$ cat src/rtl/ram_access_controller.sv
// ram_access_controller: UART image load, CPU process window, RAM result streaming to UART; LOAD_CHECKSUM_EN adds a load-byte checksum
module ram_access_controller #(
  parameter int          IMAGE_BYTES  = 16384,
  parameter logic [15:0] RESULT_BASE  = 16'h0000,
  parameter int          RESULT_BYTES = 16384
) (
  input  logic        MAIN_CLOCK,
  input  logic        RESET,
  input  logic        START,
  input  logic        RX_VALID,
  input  logic [7:0]  RX_DATA,
  input  logic        CPU_WRITE_EN,
  input  logic [15:0] CPU_ADDRESS,
  input  logic [7:0]  CPU_DATA,
  input  logic        PROCESS_FINISHED,
  input  logic        TX_DONE,
  input  logic [7:0]  RAM_Q,
  output logic [15:0] RAM_ADDRESS,
  output logic [7:0]  RAM_DATA,
  output logic        RAM_WREN,
  output logic        CPU_RUN,
  output logic        TX_START,
  output logic [7:0]  TX_DATA,
  output logic [2:0]  STATE,
  output logic        ALL_DONE,
  output logic [7:0]  CHECKSUM
);
  typedef enum logic [2:0] {
    IDLE     = 3'd0,
    LOAD     = 3'd1,
    PROCESS  = 3'd2,
    TX_READ  = 3'd3,
    TX_LATCH = 3'd4,
    TX_WAIT  = 3'd5,
    DONE     = 3'd6
  } state_t;
  state_t      state_q;
  logic [15:0] cnt_q;
  logic [7:0]  tx_data_q;
  logic        tx_start_q, cpu_run_q, all_done_q;
  logic        ld, pr, rd;
  assign ld = state_q == LOAD;
  assign pr = state_q == PROCESS;
  assign rd = state_q == TX_READ || state_q == TX_LATCH;
  // RAM port owner follows the phase: UART loader, CPU, then the transmit reader
  always_comb begin
    RAM_WREN    = ld ? RX_VALID : pr ? CPU_WRITE_EN : 1'b0;
    RAM_DATA    = ld ? RX_DATA : pr ? CPU_DATA : 8'h00;
    RAM_ADDRESS = ld ? cnt_q : pr ? CPU_ADDRESS : rd ? RESULT_BASE + cnt_q : 16'h0000;
  end
  // Run sequencer; TX_START is a one-cycle pulse on entry to TX_WAIT
  always_ff @(posedge MAIN_CLOCK or posedge RESET) begin
    if (RESET) begin
      state_q    <= IDLE;
      cnt_q      <= '0;
      tx_data_q  <= 8'h00;
      tx_start_q <= 1'b0;
      cpu_run_q  <= 1'b0;
      all_done_q <= 1'b0;
    end else begin
      tx_start_q <= 1'b0;
      case (state_q)
        IDLE, DONE: if (START) begin
          state_q    <= LOAD;
          cnt_q      <= '0;
          all_done_q <= 1'b0;
        end
        LOAD: if (RX_VALID) begin
          cnt_q <= cnt_q + 16'd1;
          if (cnt_q == 16'(IMAGE_BYTES - 1)) begin
            state_q   <= PROCESS;
            cpu_run_q <= 1'b1;
          end
        end
        PROCESS: if (PROCESS_FINISHED) begin
          state_q   <= TX_READ;
          cnt_q     <= '0;
          cpu_run_q <= 1'b0;
        end
        TX_READ: state_q <= TX_LATCH;
        TX_LATCH: begin
          tx_data_q  <= RAM_Q;
          tx_start_q <= 1'b1;
          state_q    <= TX_WAIT;
        end
        TX_WAIT: if (TX_DONE) begin
          if (cnt_q == 16'(RESULT_BYTES - 1)) begin
            state_q    <= DONE;
            all_done_q <= 1'b1;
          end else begin
            cnt_q   <= cnt_q + 16'd1;
            state_q <= TX_READ;
          end
        end
        default: state_q <= IDLE;
      endcase
    end
  end
`ifdef LOAD_CHECKSUM_EN
  logic [7:0] sum_q;
  // Running modulo-256 sum of every byte accepted in LOAD, cleared when a run starts
  always_ff @(posedge MAIN_CLOCK or posedge RESET) begin
    if (RESET) sum_q <= 8'h00;
    else if (START && (state_q == IDLE || state_q == DONE)) sum_q <= 8'h00;
    else if (ld && RX_VALID) sum_q <= sum_q + RX_DATA;
  end
  assign CHECKSUM = sum_q;
`else
  assign CHECKSUM = 8'h00;
`endif
  assign STATE    = state_q;
  assign TX_START = tx_start_q;
  assign TX_DATA  = tx_data_q;
  assign CPU_RUN  = cpu_run_q;
  assign ALL_DONE = all_done_q;
endmodule

$ cat config.mk
export PLATFORM = sky130hd
export DESIGN_NAME = ram_access_controller
export DESIGN_NICKNAME = d
export VERILOG_FILES = /design/src/rtl/ram_access_controller.sv
export SDC_FILE = /design/constraint.sdc
export NUM_CORES = 1
export LEC_CHECK = 0
export ABC_AREA = 1
export BUFFER_PORTS_ARGS = -buffer_cell sky130_fd_sc_hd__clkbuf_2
export CORE_ASPECT_RATIO = 1.75
export CORE_UTILIZATION = 45
export CTS_BUF_LIST = sky130_fd_sc_hd__clkbuf_16
export CTS_CLUSTER_DIAMETER = 150
export DETAILED_ROUTE_END_ITERATION = 6
export PLACE_DENSITY_LB_ADDON = 0.08
export SLEW_MARGIN = 0
export SYNTH_ARGS = -nofsm -noshare
export SYNTH_HDL_FRONTEND = slang
export SYNTH_SLANG_ARGS = --single-unit
$ cat constraint.sdc
create_clock -name MAIN_CLOCK -period 2.16 [get_ports MAIN_CLOCK]
set_input_delay 0.432 -clock MAIN_CLOCK [delete_from_list [all_inputs] [get_ports MAIN_CLOCK]]
set_output_delay 0.432 -clock MAIN_CLOCK [all_outputs]
set_load 0.02 [all_outputs]
==> run_results.csv, run 1 <==
group,metric,value,unit
status,outcome,"finished, final reports clean",
critical_path,arrival,1.65,ns
routing,wl_per_cell,11.8,microns
sta,setup_viol,0,
clock_tree,clk_latency,0.28,ns
yosys,synth.area.top_cells,"dfrtp_1, nand2_1, inv_1",
yosys,yosysSeqAreaShare,0.347,
yosys,synth-edff-count,0,
critical_path,r2r_start,"cnt_q[0]",
yosys,syn_area_per_cell,6.46,sq um
routing,first_pass_iters,4,
routing,ant_nets,0,
yosys,yosysTopAreaCellShare,0.347,
run,max_cap_violations,0,
critical_path,ff2ff_setup_slack,0.31,ns
pwr,p_leak,1.54,nW
yosys,synth.most_common_cell,"nand2_1",
critical_path,crit_fanout,9,
routing,route.detailed.drc,0,
sta,rsz0062_at_grt,"true",
critical_path,critPathLaunch,"STATE[1]",
routing,drt-initial-drc-count,42,
finish,nets,479,
yosys,yosys_warnings,0,
global_routing,grt-ovfl-total,0,
sta,drv_slew,0,
finish,antenna_cells,0,
die,die_height,93.7,microns
critical_path,required,1.73,ns
die,die-area,0.00510,sq mm
min_path,hold_path_class,"input pin to async pin",
yosys,synth_ff_type,"dfrtp_1",
die,io_pins,94,
routing,totalWireLength,5720,microns
sta,fin_crit_sh,0.962,
yosys,syn_area,0.00216,sq mm
sta,fmax,481,MHz
finish,drive_gt1_frac,0.295,
clock_tree,h-tree-depth,2,
yosys,synth_cell_types,27,
placed_design,place.gp.congestion,0.884,
global_routing,grt_pass1_wl,9380,microns
sta,fin_crit,2.08,ns
routing,num_vias,2387,
sta,whs,0.205,ns
yosys,synth_top_family_by_area,"simple AND/OR/NAND/NOR gates",
pwr,power_density,1220,mW/mm^2
global_routing,grt_antenna_before_repair,0,
placed_design,port_buffers,85,
critical_path,cp-start-kind,"flip-flop",
sta,hold_violations,0,
yosys,synth.area.mux_share,0,
die,die_x,54.4,microns
die,core_area,0.00467,sq mm
yosys,synth_compound_area_frac,0.116,
yosys,synth_simple_gate_area_frac,0.408,
clock_tree,path_clk_slew,0.05,ns
critical_path,end_kind,"output port",
yosys,syn_inst,335,
clock_tree,cts_tree,"done",
yosys,synth-xor-area-share,0.00405,
global_routing,grtUsageTotal,0.252,
yosys,async_reset_ff_frac,1.00,
finish,fillers,499,
yosys,ys_ff_latch,30,
yosys,synth_area_leader_cell,"dfrtp_1",
clock_tree,cts.path.max_buffers,2,
global_routing,first_global_vias,2188,
die,start_util,0.464,
sta,skew,0.00508,ns
pwr,irDropWorstVdd,0.000837,V
finish,synthToLayoutAreaGrowth,30.1,%
global_routing,grt_max_degree,31,
yosys,yosys.area_share.adder,0.00578,
placed_design,dp_hpwl,4440,microns
clock_tree,cts_root_buf,"clkbuf_16",
sta,tns,0,ns
clock_tree,clock-sinks,30,
clock_tree,cts_made_buffers,5,
routing,vias_per_cell,4.94,
die,fp-row-count,33,
critical_path,worstSetupPathType,"flip-flop to output port",
yosys,post_synth_most_frequent_cells,"nand2_1, inv_1, nor2_1",
[report_power, final]
part           internal (mW)  switching [mW]  total, mW  leakage [nW]
logic                  0.653            1.32       1.98          1.07
clock network          0.414           0.236      0.651        0.0694
registers              0.706           0.101      0.807         0.394
total                   1.77            1.66       3.43          1.54
[per-stage QoR]
step                 util  worst slack, ns  area, sq um  total power, mW  std cells
finish              0.604           0.0818         2820             3.43        483
global route        0.604         -0.00198         2820             3.71        483
CTS                 0.599           0.0306         2800             3.43        481
detailed placement  0.569            0.270         2660             2.75        474
global placement    0.569            0.318         2660             2.73        474
floorplan               -          -0.0110         2190             2.16        342
[metal layers]
| layer | vias to the layer above | track usage | routed length [microns] |
|---|---|---|---|
| li1 | 1229 | - | - |
| met1 | 1081 | 0.261 | 2190 |
| met2 | 66 | 0.468 | 3150 |
| met3 | 11 | 0.0356 | 248 |
| met4 | 0 | 0.105 | 131 |
| met5 | - | 0 | 0 |
[cells in the final DEF (no fill, tap or decap)]
cell	n
clkinv_2	2
nand2_2	3
nor3_2	1
o21ai_1	11
a21oi_4	1
nor2_4	5
buf_2	12
nand4_1	4
a21oi_1	8
o21ai_0	12
ha_1	1
nor3_1	4
a22o_1	8
nand3_2	2
xor2_1	1
nand2_1	137
a32o_1	1
clkbuf_2	72
nor2_1	29
inv_2	4
dfrtp_2	2
conb_1	8
nor2_2	3
dfrtp_1	28
nand2_4	1
buf_4	14
inv_1	35
clkbuf_16	5
nand3_1	17
[area by class of cell]
cell class / count / area, sq um / area share
timing repair buffer: 98 / 526 / 0.187
clock inverter: 2 / 10.0 / 0.00355
sequential: 30 / 753 / 0.267
tap: 52 / 65.1 / 0.0231
inverter: 39 / 146 / 0.0520
clock buffer: 5 / 125 / 0.0444
multi-input combinational: 257 / 1190 / 0.423
[worst paths after layout]
check                                        to  cells after the start
worst max-delay path            RAM_ADDRESS[11]                      7
worst min-delay path                 TX_DATA[3]                      3
worst max register to register        cnt_q[15]                      9
worst min register to register          CPU_RUN                      2
max in group asynchronous              STATE[0]                      3
min in group MAIN_CLOCK              TX_DATA[3]                      3
[repair_timing]
item,4_1_cts,5_1_grt
resized for setup,3,25
pin swaps,0,2
hold buffers,0,0
endpoints found under the setup margin,15,16
setup buffers,0,2
[registers in the layout (all words and copies together) (netlist names)]
signal	flops
ALL_DONE	1
CPU_RUN	1
STATE	3
TX_DATA	8
TX_START	1
cnt_q	16
[critical path, stage by stage (launching register included)]
cell and delay [ns]:
dfrtp_2 0.44, inv_2 0.08, nand2_1 0.09, nor2_2 0.17, nor3_2 0.07, buf_4 0.17, o21ai_0 0.15, clkbuf_2 0.19
[cells by family (layout without fill, tap and decap cells)]
group                    Yosys count  count (layout)
XOR/XNOR                           1               1
other                              1               8
AO/OA/AOI/OAI                     41              41
buffers and inverters             55             144
AND/OR/NAND/NOR                  206             206
flip-flops                        30              30
adder cells (fa/ha/maj)            1               1
(Power assumes the default switching activity.)
==> inputs of run 2 (changes only) <==
Settings changed: ABC_AREA 1 to default.
==> run_results.csv, run 2 <==
group,metric,value,unit
pwr,p_leak,1.51,nW
global_routing,first_global_vias,2443,
sta,relSlewSlack,0.682,
routing,num_vias,2537,
sta,tns,0,ns
run,max_cap_violations,0,
yosys,ys_ff_latch,30,
routing,vias_per_cell,5.79,
clock_tree,holdBufCountCts,0,
critical_path,cp-start-kind,"flip-flop",
sta,whs,0.208,ns
routing,drt-initial-drc-count,122,
finish,synthToLayoutAreaGrowth,38.5,%
die,fp-row-count,34,
critical_path,r2r_start,"STATE[1]",
clock_tree,cts_made_buffers,5,
yosys,yosysSeqAreaShare,0.321,
finish,fillers,445,
finish,regMostFlops,"cnt_q",
clock_tree,clk_latency,0.28,ns
yosys,synth.area.top_cells,"dfrtp_1, a22oi_1, a22oi_2",
finish,layout_commonest_cell,"clkbuf_2",
finish,layout_common_cells,"clkbuf_2, buf_4, dfrtp_1, a22oi_1, nand2_1",
status,outcome,"finished, final reports clean",
sta,skew,0.00490,ns
yosys,async_reset_ff_frac,1.00,
finish,largest_reg_flops,16,
routing,wl_per_cell,16.0,microns
clock_tree,cts.path.max_buffers,2,
routing,totalWireLength,7010,microns
placed_design,place.gp.congestion,0.881,
die,core_area,0.00498,sq mm
routing,ant_nets,0,
global_routing,grt_antenna_before_repair,0,
clock_tree,cts_root_buf,"clkbuf_16",
sta,fin_crit_sh,0.971,
routing,route.detailed.drc,0,
yosys,syn_area_per_cell,8.67,sq um
global_routing,grt-ovfl-total,0,
global_routing,grt_pass1_wl,11200,microns
yosys,synth.most_common_cell,"dfrtp_1",
yosys,post_synth_most_frequent_cells,"dfrtp_1, a22oi_1, nand2_1",
yosys,syn_inst,270,
routing,first_pass_iters,5,
finish,antenna_cells,0,
clock_tree,cts_tree,"done",
critical_path,end_kind,"output port",
placed_design,dpl-instance-area,0.00299,sq mm
clock_tree,clock-sinks,30,
finish,stdcell_area,0.00324,sq mm
placed_design,port_buffers,85,
min_path,hold_path_class,"input pin to async pin",
sta,hold_violations,0,
global_routing,grt_max_degree,31,
yosys,synth-edff-count,0,
finish,drive_gt1_frac,0.464,
pwr,power_density,1290,mW/mm^2
sta,fmax,477,MHz
critical_path,required,1.73,ns
clock_tree,path_clk_slew,0.05,ns
yosys,yosysTopAreaCellShare,0.321,
yosys,yosys_warnings,0,
finish,nets,431,
sta,setup_viol,0,
yosys,synth_area_leader_cell,"dfrtp_1",
critical_path,crit_fanout,11,
sta,drv_slew,0,
sta,tightest_slew,0.465,ns
critical_path,worstSetupPathType,"flip-flop to output port",
die,io_pins,94,
placed_design,dp_hpwl,5320,microns
critical_path,critPathLaunch,"STATE[0]",
die,die_x,56.5,microns
sta,rsz0062_at_grt,"true",
clock_tree,h-tree-depth,2,
yosys,syn_area,0.00234,sq mm
critical_path,arrival,1.67,ns
die,die_height,97.4,microns
yosys,synth_ff_type,"dfrtp_1",
yosys,synth_cell_types,59,
global_routing,grtUsageTotal,0.255,
die,start_util,0.470,
die,die-area,0.00551,sq mm
sta,fin_crit,2.10,ns
pwr,irDropWorstVdd,0.00108,V
[run 2: cell types whose count changed in the layout (fill, tap and decap cells not counted), moves of 7 or more]
cell	before	now
a22o_1	8	0
a22oi_1	0	25
a22oi_2	0	9
buf_2	12	4
buf_4	14	42
clkbuf_2	72	81
inv_1	35	19
mux2_2	0	8
nand2_1	137	23
nand3_1	17	2
nor2_1	29	9
nor2_2	3	10
o211ai_1	0	8
[run 2: stage by stage]
stage / utilization / power [mW] / std cells / setup slack, ns
2_1_floorplan: - / 2.52 / 277 / 0.0192
3_3_place_gp: 0.601 / 3.28 / 419 / 0.0953
3_5_place_dp: 0.601 / 3.33 / 419 / 0.0499
4_1_cts: 0.629 / 4.01 / 427 / 0.00341
5_1_grt: 0.652 / 4.44 / 438 / -0.0180
6_report: 0.652 / 4.17 / 438 / 0.0625
[run 2: critical path: stages, from the launching register on]
cell and delay (ns):
dfrtp_2 0.46, buf_4 0.18, nor3b_4 0.22, buf_6 0.18, a21oi_1 0.06, o21ai_1 0.12, buf_2 0.17
[run 2: power breakdown]
| group | internal, mW | leakage (nW) | switching, mW |
|---|---|---|---|
| Clock | 0.416 | 0.0724 | 0.246 |
| Combinational | 1.09 | 1.05 | 1.50 |
| Sequential | 0.749 | 0.385 | 0.171 |
[run 2: repair_timing]
item                       CTS  global route
setup endpoints to repair   15            29
resized for setup            2            11
cloned                       0             1
pin swaps                    0             1
buffers inserted             0            10
[run 2: kinds of logic after synthesis]
family / after synthesis / share of synthesized area
buf+inv: 50 / 0.103
compound gates: 96 / 0.327
simple gates: 82 / 0.195
other cells: 1 / 0.00160
mux: 10 / 0.0470
fa+ha+maj: 1 / 0.00534
flops: 30 / 0.321
[run 2: final cells by class]
type / instances / area (sq um) / share of cell area
repair buffers: 131 / 803 / 0.248
multi-input cells: 197 / 1410 / 0.436
clock buffers: 5 / 125 / 0.0386
well taps: 54 / 67.6 / 0.0208
flip-flops and latches: 30 / 753 / 0.232
inverters: 18 / 67.6 / 0.0208
clock inverters: 3 / 12.5 / 0.00386
[run 2: final timing paths]
check,to,slack [ns],cells after the start
max,RAM_ADDRESS[15],0.06,6
min,cnt_q[2],0.21,3
max reg2reg,cnt_q[4],0.19,7
min reg2reg,CPU_RUN,0.49,2
max in group asynchronous,STATE[2],1.63,3
min in group MAIN_CLOCK,TX_DATA[5],0.39,2
[run 2: per-layer routing]
metal | global-route usage | part of all wire | vias up
li1 | - | - | 1219
met1 | 0.279 | 0.37 | 1199
met3 | 0.0360 | 0.045 | 20
met2 | 0.477 | 0.55 | 99
met4 | 0.0994 | 0.032 | 0
met5 | 0 | 0 | -
